`src/rtl/keccak_perm_ctrl.sv`:
```
// Round/block sequencer for the Keccak-f permutation datapath with abort and sticky status/interrupt.
// Optional busy-cycle counter port perf_cycles_o is enabled by defining KECCAK_PERM_CTRL_PERF_EN.
module keccak_perm_ctrl #(
  parameter int NUM_ROUNDS = 24,
  parameter int CNT_W      = $clog2(NUM_ROUNDS),
  parameter int BLK_W      = 4
) (
  input  logic             clk_i,
  input  logic             rst_i,
  input  logic             start_i,
  input  logic [BLK_W-1:0] nblocks_i,
  input  logic             ready_dp_i,
  input  logic             blk_valid_i,
  input  logic             abort_i,
  input  logic             intr_en_i,
  input  logic             intr_clr_i,
  output logic             start_dp_o,
  output logic             round_en_o,
  output logic [CNT_W-1:0] round_idx_o,
  output logic             last_round_o,
  output logic             blk_req_o,
  output logic             busy_o,
  output logic             done_o,
  output logic             status_d_o,
  output logic             keccak_intr_o
`ifdef KECCAK_PERM_CTRL_PERF_EN
  ,
  output logic [31:0]      perf_cycles_o
`endif
);

  typedef enum logic [1:0] {
    S_IDLE,
    S_ROUND,
    S_BLK_WAIT,
    S_FINISH
  } state_e;

  localparam logic [CNT_W-1:0] RND_LAST = CNT_W'(NUM_ROUNDS - 1);

  state_e           state_q, state_d;
  logic [CNT_W-1:0] rnd_q, rnd_d;
  logic [BLK_W-1:0] blk_cnt_q, blk_cnt_d;
  logic [BLK_W-1:0] nblk_q, nblk_d;
  logic             status_q, status_d;
  logic             intr_q, intr_d;
  logic             job_start;
  logic             job_end;
  logic             abort_act;

  assign abort_act = abort_i && (state_q != S_IDLE);

  always_ff @(posedge clk_i) begin
    if (rst_i) begin
      state_q   <= S_IDLE;
      rnd_q     <= '0;
      blk_cnt_q <= '0;
      nblk_q    <= '0;
      status_q  <= 1'b0;
      intr_q    <= 1'b0;
    end else begin
      state_q   <= state_d;
      rnd_q     <= rnd_d;
      blk_cnt_q <= blk_cnt_d;
      nblk_q    <= nblk_d;
      status_q  <= status_d;
      intr_q    <= intr_d;
    end
  end

  always_comb begin
    state_d      = state_q;
    rnd_d        = rnd_q;
    blk_cnt_d    = blk_cnt_q;
    nblk_d       = nblk_q;
    start_dp_o   = 1'b0;
    round_en_o   = 1'b0;
    last_round_o = 1'b0;
    blk_req_o    = 1'b0;
    done_o       = 1'b0;
    job_start    = 1'b0;
    job_end      = 1'b0;

    case (state_q)
      S_IDLE: begin
        rnd_d     = '0;
        blk_cnt_d = '0;
        if (start_i && ready_dp_i) begin
          start_dp_o = 1'b1;
          job_start  = 1'b1;
          nblk_d     = (nblocks_i == '0) ? BLK_W'(1) : nblocks_i;
          state_d    = S_ROUND;
        end
      end
      S_ROUND: begin
        round_en_o = 1'b1;
        if (rnd_q == RND_LAST) begin
          last_round_o = 1'b1;
          rnd_d        = '0;
          if (blk_cnt_q + BLK_W'(1) == nblk_q) begin
            state_d = S_FINISH;
          end else begin
            blk_cnt_d = blk_cnt_q + BLK_W'(1);
            state_d   = S_BLK_WAIT;
          end
        end else begin
          rnd_d = rnd_q + CNT_W'(1);
        end
      end
      S_BLK_WAIT: begin
        blk_req_o = 1'b1;
        rnd_d     = '0;
        if (blk_valid_i && ready_dp_i) begin
          start_dp_o = 1'b1;
          state_d    = S_ROUND;
        end
      end
      S_FINISH: begin
        done_o    = 1'b1;
        job_end   = 1'b1;
        blk_cnt_d = '0;
        state_d   = S_IDLE;
      end
      default: begin
        state_d = S_IDLE;
      end
    endcase

    // Abort overrides every transition and suppresses any start or completion side effect
    if (abort_act) begin
      state_d    = S_IDLE;
      rnd_d      = '0;
      blk_cnt_d  = '0;
      start_dp_o = 1'b0;
      done_o     = 1'b0;
      job_end    = 1'b0;
    end
  end

  // Completion set is applied after the clear so a coincident clear loses
  always_comb begin
    status_d = status_q;
    intr_d   = intr_q;
    if (intr_clr_i) begin
      status_d = 1'b0;
      intr_d   = 1'b0;
    end
    if (job_start) begin
      status_d = 1'b0;
    end
    if (job_end) begin
      status_d = 1'b1;
      if (intr_en_i) begin
        intr_d = 1'b1;
      end
    end
  end

  assign busy_o        = (state_q != S_IDLE);
  assign round_idx_o   = rnd_q;
  assign status_d_o    = status_q;
  assign keccak_intr_o = intr_q;

`ifdef KECCAK_PERM_CTRL_PERF_EN
  logic [31:0] perf_q, perf_d;

  // The accepting cycle counts as the first cycle of the job
  always_comb begin
    perf_d = perf_q;
    if (job_start) begin
      perf_d = 32'd1;
    end else if (busy_o && (perf_q != '1)) begin
      perf_d = perf_q + 32'd1;
    end
  end

  always_ff @(posedge clk_i) begin
    if (rst_i) begin
      perf_q <= '0;
    end else begin
      perf_q <= perf_d;
    end
  end

  assign perf_cycles_o = perf_q;
`endif

endmodule

```
`config.mk`:
```
export PLATFORM = sky130hd
export DESIGN_NAME = keccak_perm_ctrl
export DESIGN_NICKNAME = d
export VERILOG_FILES = /design/src/rtl/keccak_perm_ctrl.sv
export SDC_FILE = /design/constraint.sdc
export NUM_CORES = 1
export LEC_CHECK = 0
export CAP_MARGIN = 20
export CORE_MARGIN = 2
export CORE_UTILIZATION = 51
export DETAILED_ROUTE_END_ITERATION = 10
export GPL_TIMING_DRIVEN = 0
export PLACE_DENSITY = 0.83
export SLEW_MARGIN = 20
export SYNTH_ARGS = -nofsm -noshare
export SYNTH_HDL_FRONTEND = slang
export SYNTH_SLANG_ARGS = --single-unit
```
`constraint.sdc`:
```
create_clock -name clk_i -period 2.5 [get_ports clk_i]
set_input_delay 0.25 -clock clk_i [delete_from_list [all_inputs] [get_ports clk_i]]
set_output_delay 0.25 -clock clk_i [all_outputs]
set_load 0.03 [all_outputs]
```
# Yosys cells after proc, flatten, opt, wreduce, memory -nomap -nowiden
# Cells that the tools add are included.
# word_totals
register_bits,17
word_cells,60
# op_classes
add_sub_neg,2
n_eq_ne,9
muxes,28
reduce_logical,15
# op_table
cell,count
$mux W1,17
$mux W4,3
$pmux W5 S2,1
$ne A2 B2 Y1 const B,4
$pmux W2 S4,1
$pmux W4 S2,1
$mux W2,3
$reduce_and A3 Y1,2
$reduce_bool A2 Y1,3
$reduce_or A2 Y1,3
$add A5 B1 Y5 const B,1
$eq A5 B5 Y1 const B,1
$mux W5,1
$add A4 B1 Y4 const B,1
$eq A2 B2 Y1 const B,2
$eq A4 B4 Y1,1
$logic_not A4 Y1,1
$logic_and A1 B1 Y1,3
$reduce_bool A3 Y1,1
$eq A2 B1 Y1 const B,1
$logic_not A2 Y1,1
$pmux W1 S2,1
$reduce_and A2 Y1,1

# Logic depth before layout (Yosys ltp)
# logic_depth
ltp_word,5
mapped_depth,7
ltp_nobuf,6

# Least setup slack after synthesis
# Ideal clock, no wire load.
# synth_path
kind,register -> register
start,reg rnd_q[0] (netlist: round_idx_o[0])
end,reg state_q[1]
t_arrival_ns,1.666
setup_slack_ns,0.718
path_stages_with_launch,6
n_path_buf,0
period_less_slack_ns,1.782
cell_sequence,dfxtp_1 -> ha_1 -> nand4b_1 -> a222oi_1 -> mux2i_1 -> nor2_2
# synth_via
elab_chain_len,3
# synth_lines
element,line_no,text
from (decl),42,"logic [CNT_W-1:0] rnd_q, rnd_d;"
from (signal assigned),63,rnd_q <= rnd_d;
$eq A5 B5 Y1,97,if (rnd_q == RND_LAST) begin
$ne A2 B2 Y1 (no source line),--,
$reduce_and A3 Y1 (no source line),--,
to (signal assigned),62,state_q <= state_d;
to (decl),41,"state_e state_q, state_d;"
# Every way passes these cells.
# A chain may end at the register's enable or synchronous reset.

# Final worst setup path
# layout_path
start,reg rnd_q[0] (netlist: round_idx_o[0])
end,out last_round_o
# layout_via
elab_chain_len,3
# layout_lines
element,line_no,text
$eq A5 B5 Y1,97,
$mux W1,97,
$mux W1,84,case (state_q)
to (decl),20,"output logic last_round_o,"
# Every way passes these cells.

==> summary.md <==
| Metric | Value |
|---|---|
| Net switching power of the design | `between 0.4 and 0.5 mW` |
| Hold_buf cts | `0` |
| Number of top-level pins | `25` |
| CTS H-tree lvls | `1` |
| Syn Inst Count | `roughly 110` |
| Max clock buf depth | `2` |
| Vias | `916` |
| Power Dens Cells | `a little under 800 nW/um^2` |
| Die X-Extent | `around 48 um` |
| First-pass GRT wire length | `between 3 and 4 mm` |
| Setup CP Type | `reg2out` |
| Worst Path Arrival | `2.00 ns` |
| Setup Skew | `around 0.014 ns` |
| Share of post-route cells with drive strength above 1 | `5.04%` |
| Non-Filler Instances | `about 160` |
| Clock power frac | `15.7%` |
| Post-synthesis sequential area ratio | `a little over a third` |
| Clk slew on worst S/H paths | `about 0.12 ns` |
| Die Y | `approximately 48 um` |
| Root Driver | `clkbuf_4` |
| Slowest cell on crit path | `clkdlybuf4s50_1` |
| DRT antenna net count | `0` |
| RSZ-0062 raised after global routing | `false` |
| Final period util | `90.2%` |
| Crit end category | `output port` |
| Status | `completed` |
| Setup violators final | `0` |
| DRT Pass-1 Iters | `4` |
| CP Depth | `4` |
| Tot Pwr | `between 0.9 and 1 mW` |
| Setup TNS | `0 ns` |
| DR iter-0 viols | `19` |
| CP max stage delay | `approximately 0.66 ns` |
| Vias in the first global route | `~840` |
| # DRC | `0` |
| Placeable Area | `~1800 sq um` |
| Final slew viol count | `0` |
| Seq cells post-synth | `17` |
| Hold Startpoint | `rst_i` |
| Routed wire length per instance | `approximately 13 um` |
| Int Pwr | `around 0.57 mW` |
| FFs w/ async S/R, synth | `0%` |
| Net count, final | `160` |
| CTS sink cnt | `17` |
| R2R cell count | `6` |
| Hpwl dp | `~1.6 mm` |
| Post-synth EDFFs | `0` |
| Via density | `roughly 5.6` |
| Num CTS Buffers | `3` |
| Worst Setup SP | `round_idx_o[0]` |
| Largest net degree at the start of global routing | `11` |
| Critical-path maximum fanout | `5` |
| Post-synth net total | `roughly 130` |
| Gpl congestion | `0.762` |
| Site Rows | `15` |
| Post-synth top flop | `dfxtp_1` |
| GRT Overall Usage | `approximately 24%` |
| Tightest Pin Transition | `0.630 ns` |
| Crit-path cells | `ha_1 -> and4b_2 -> and2_1 -> clkdlybuf4s50_1` |
| Peak VDD IR | `approximately 480 uV` |
| Area growth from synthesis to layout | `30.2%` |
| Endpoint of the worst hold path | `nblk_q[2]` |
| Max-cap viol count | `0` |
| Highest attainable clock frequency | `approximately 440 MHz` |
| Syn_area_per_cell | `~8.7 sq um` |
| Switching share of power | `a little over two fifths` |
| Logic pwr share | `50.3%` |
| Slew margin rel. | `around three fifths` |
| Number of port buffers | `23` |
| Hold Path Class | `in2reg` |
| Fin crit period | `roughly 2.3 ns` |
| CTS tree | `done` |
| Die area | `about 2300 sq um` |
| Post-synth cell types | `31` |
| Worst-skew pair later-pin latency | `0.30 ns` |
| Mapped Area | `972 sq um` |
| CP required | `2.25 ns` |
| Hold path cells | `2` |
| CP bufs+invs | `1` |
| Sequential share of power | `approximately 34%` |
| # diodes | `0` |
| Most common cell after layout, fill and taps aside | `clkdlybuf4s50_1` |
| Post-placement cell count | `160` |
| Initial core utilization | `between 50% and 60%` |
| Initial antenna violation count | `0` |
| R2r endpoint | `state_q[1]` |
| Fin. Hold Viols | `0` |
| Hold WS | `between 0.2 and 0.3 ns` |
| Largest delay share family, worst path | `buffers and inverters` |
| FILL cells | `between 100 and 150` |
| Remaining Overflow, GRT | `0` |
| R2R Setup Slk | `~0.60 ns` |
| Post-Route WL | `around 2.2 mm` |
| Most frequent cells in the layout | `21 x clkdlybuf4s50_1, 17 x dfxtp_1, 12 x nor2_1, 8 x ha_1` |
| Syn. warnings | `0` |
| Static leakage | `roughly 0.54 nW` |
| Startpoint Class | `register` |
| R2r startpoint | `state_q[0]` |
[cell families (layout without fill, tap and decap cells)]
group,count (synthesis),count (layout),share of synthesized area (%)
AND/OR/NAND/NOR,46,46,24.3
adder cells (fa/ha/maj),8,8,10.3
AO/OA/AOI/OAI,18,18,12.2
flip-flops,17,17,35.0
multiplexers,7,7,7.21
buffers and inverters,7,34,2.83
XOR/XNOR,9,9,8.11
[how the worst max path moves through the flow]
| stage | end | slack (ns) |
|---|---|---|
| detailed placement | start_dp_o | 0.38 |
| CTS | start_dp_o | 0.03 |
| finish | last_round_o | 0.25 |
| floorplan | state_q[1] | 0.72 |
| global route | busy_o | 0.15 |
| global placement | start_dp_o | 0.40 |
[cells in the mapped netlist (all sizes together) (2+ instances only)]
cell	number	share of area (%)
o2bb2ai	2	1.8
mux2i	7	7.2
a31oi	4	2.6
xnor2	4	3.6
nand2	7	2.7
a21oi	5	2.6
and2	3	1.9
nand3	5	2.6
o21ai	3	1.5
inv	5	1.9
ha	8	10
nor2b	3	1.9
xor2	5	4.5
dfxtp	17	35
nor2	13	5.3
nor3	6	3.1
nand2b	2	1.3
a311oi	2	1.8
[registers in the layout, indices dropped and copies added (netlist names)]
signal and count:
blk_cnt_q 4, keccak_intr_o 1, nblk_q 4, round_idx_o 5, state_q 2, status_d_o 1
[per-layer routing]
metal,track usage [%],part of all wire [%],up-vias
met2,38.1,47,35
li1,-,-,455
met1,33.6,46,420
met4,8.11,1.4,0
met3,4.91,6.0,6
met5,0,0,-
[worst register-to-register path: cells and delay by family, from the launching register on]
kind	cells	cell delay, ns
muxes	1	0.29
buffers and inverters	2	0.25
and+or+nand+nor	1	0.04
adders and majority gates	1	0.19
DFF	1	0.45
AOI/OAI and AO/OA	1	0.58
[through the flow]
stage,instance area (sq um),setup slack (ns),util (%)
2_1_floorplan,972,0.718,-
3_3_place_gp,1230,0.395,69.9
3_5_place_dp,1230,0.379,69.9
4_1_cts,1260,0.0269,71.5
5_1_grt,1270,0.151,71.8
6_report,1270,0.246,71.8
[final cells by class]
cell class,count,area (sq um),share of cell area [%]
multi-input combinational,88,604,47.7
timing repair buffer,23,235,18.6
tap,25,31.3,2.47
inverter,5,18.8,1.48
clock buffer,3,22.5,1.78
sequential,17,340,26.9
buffer,2,8.76,0.692
clock inverter,1,5.00,0.395
[repair_timing]
item | CTS | global route
setup endpoints to repair | 0 | 2
setup buffers | 0 | 0
endpoints found under the hold margin | 0 | 0
resized for setup | 0 | 2
[power groups by stage]
| stage | clock network [mW] | logic [mW] | registers [mW] |
|---|---|---|---|
| floorplan | 0 | 0.347 | 0.351 |
| finish | 0.156 | 0.503 | 0.340 |
| detailed placement | 0 | 0.494 | 0.346 |
| global route | 0.170 | 0.556 | 0.348 |
| global placement | 0 | 0.484 | 0.344 |
| CTS | 0.157 | 0.501 | 0.340 |
Note: power is estimated with default switching activity, not from simulation.
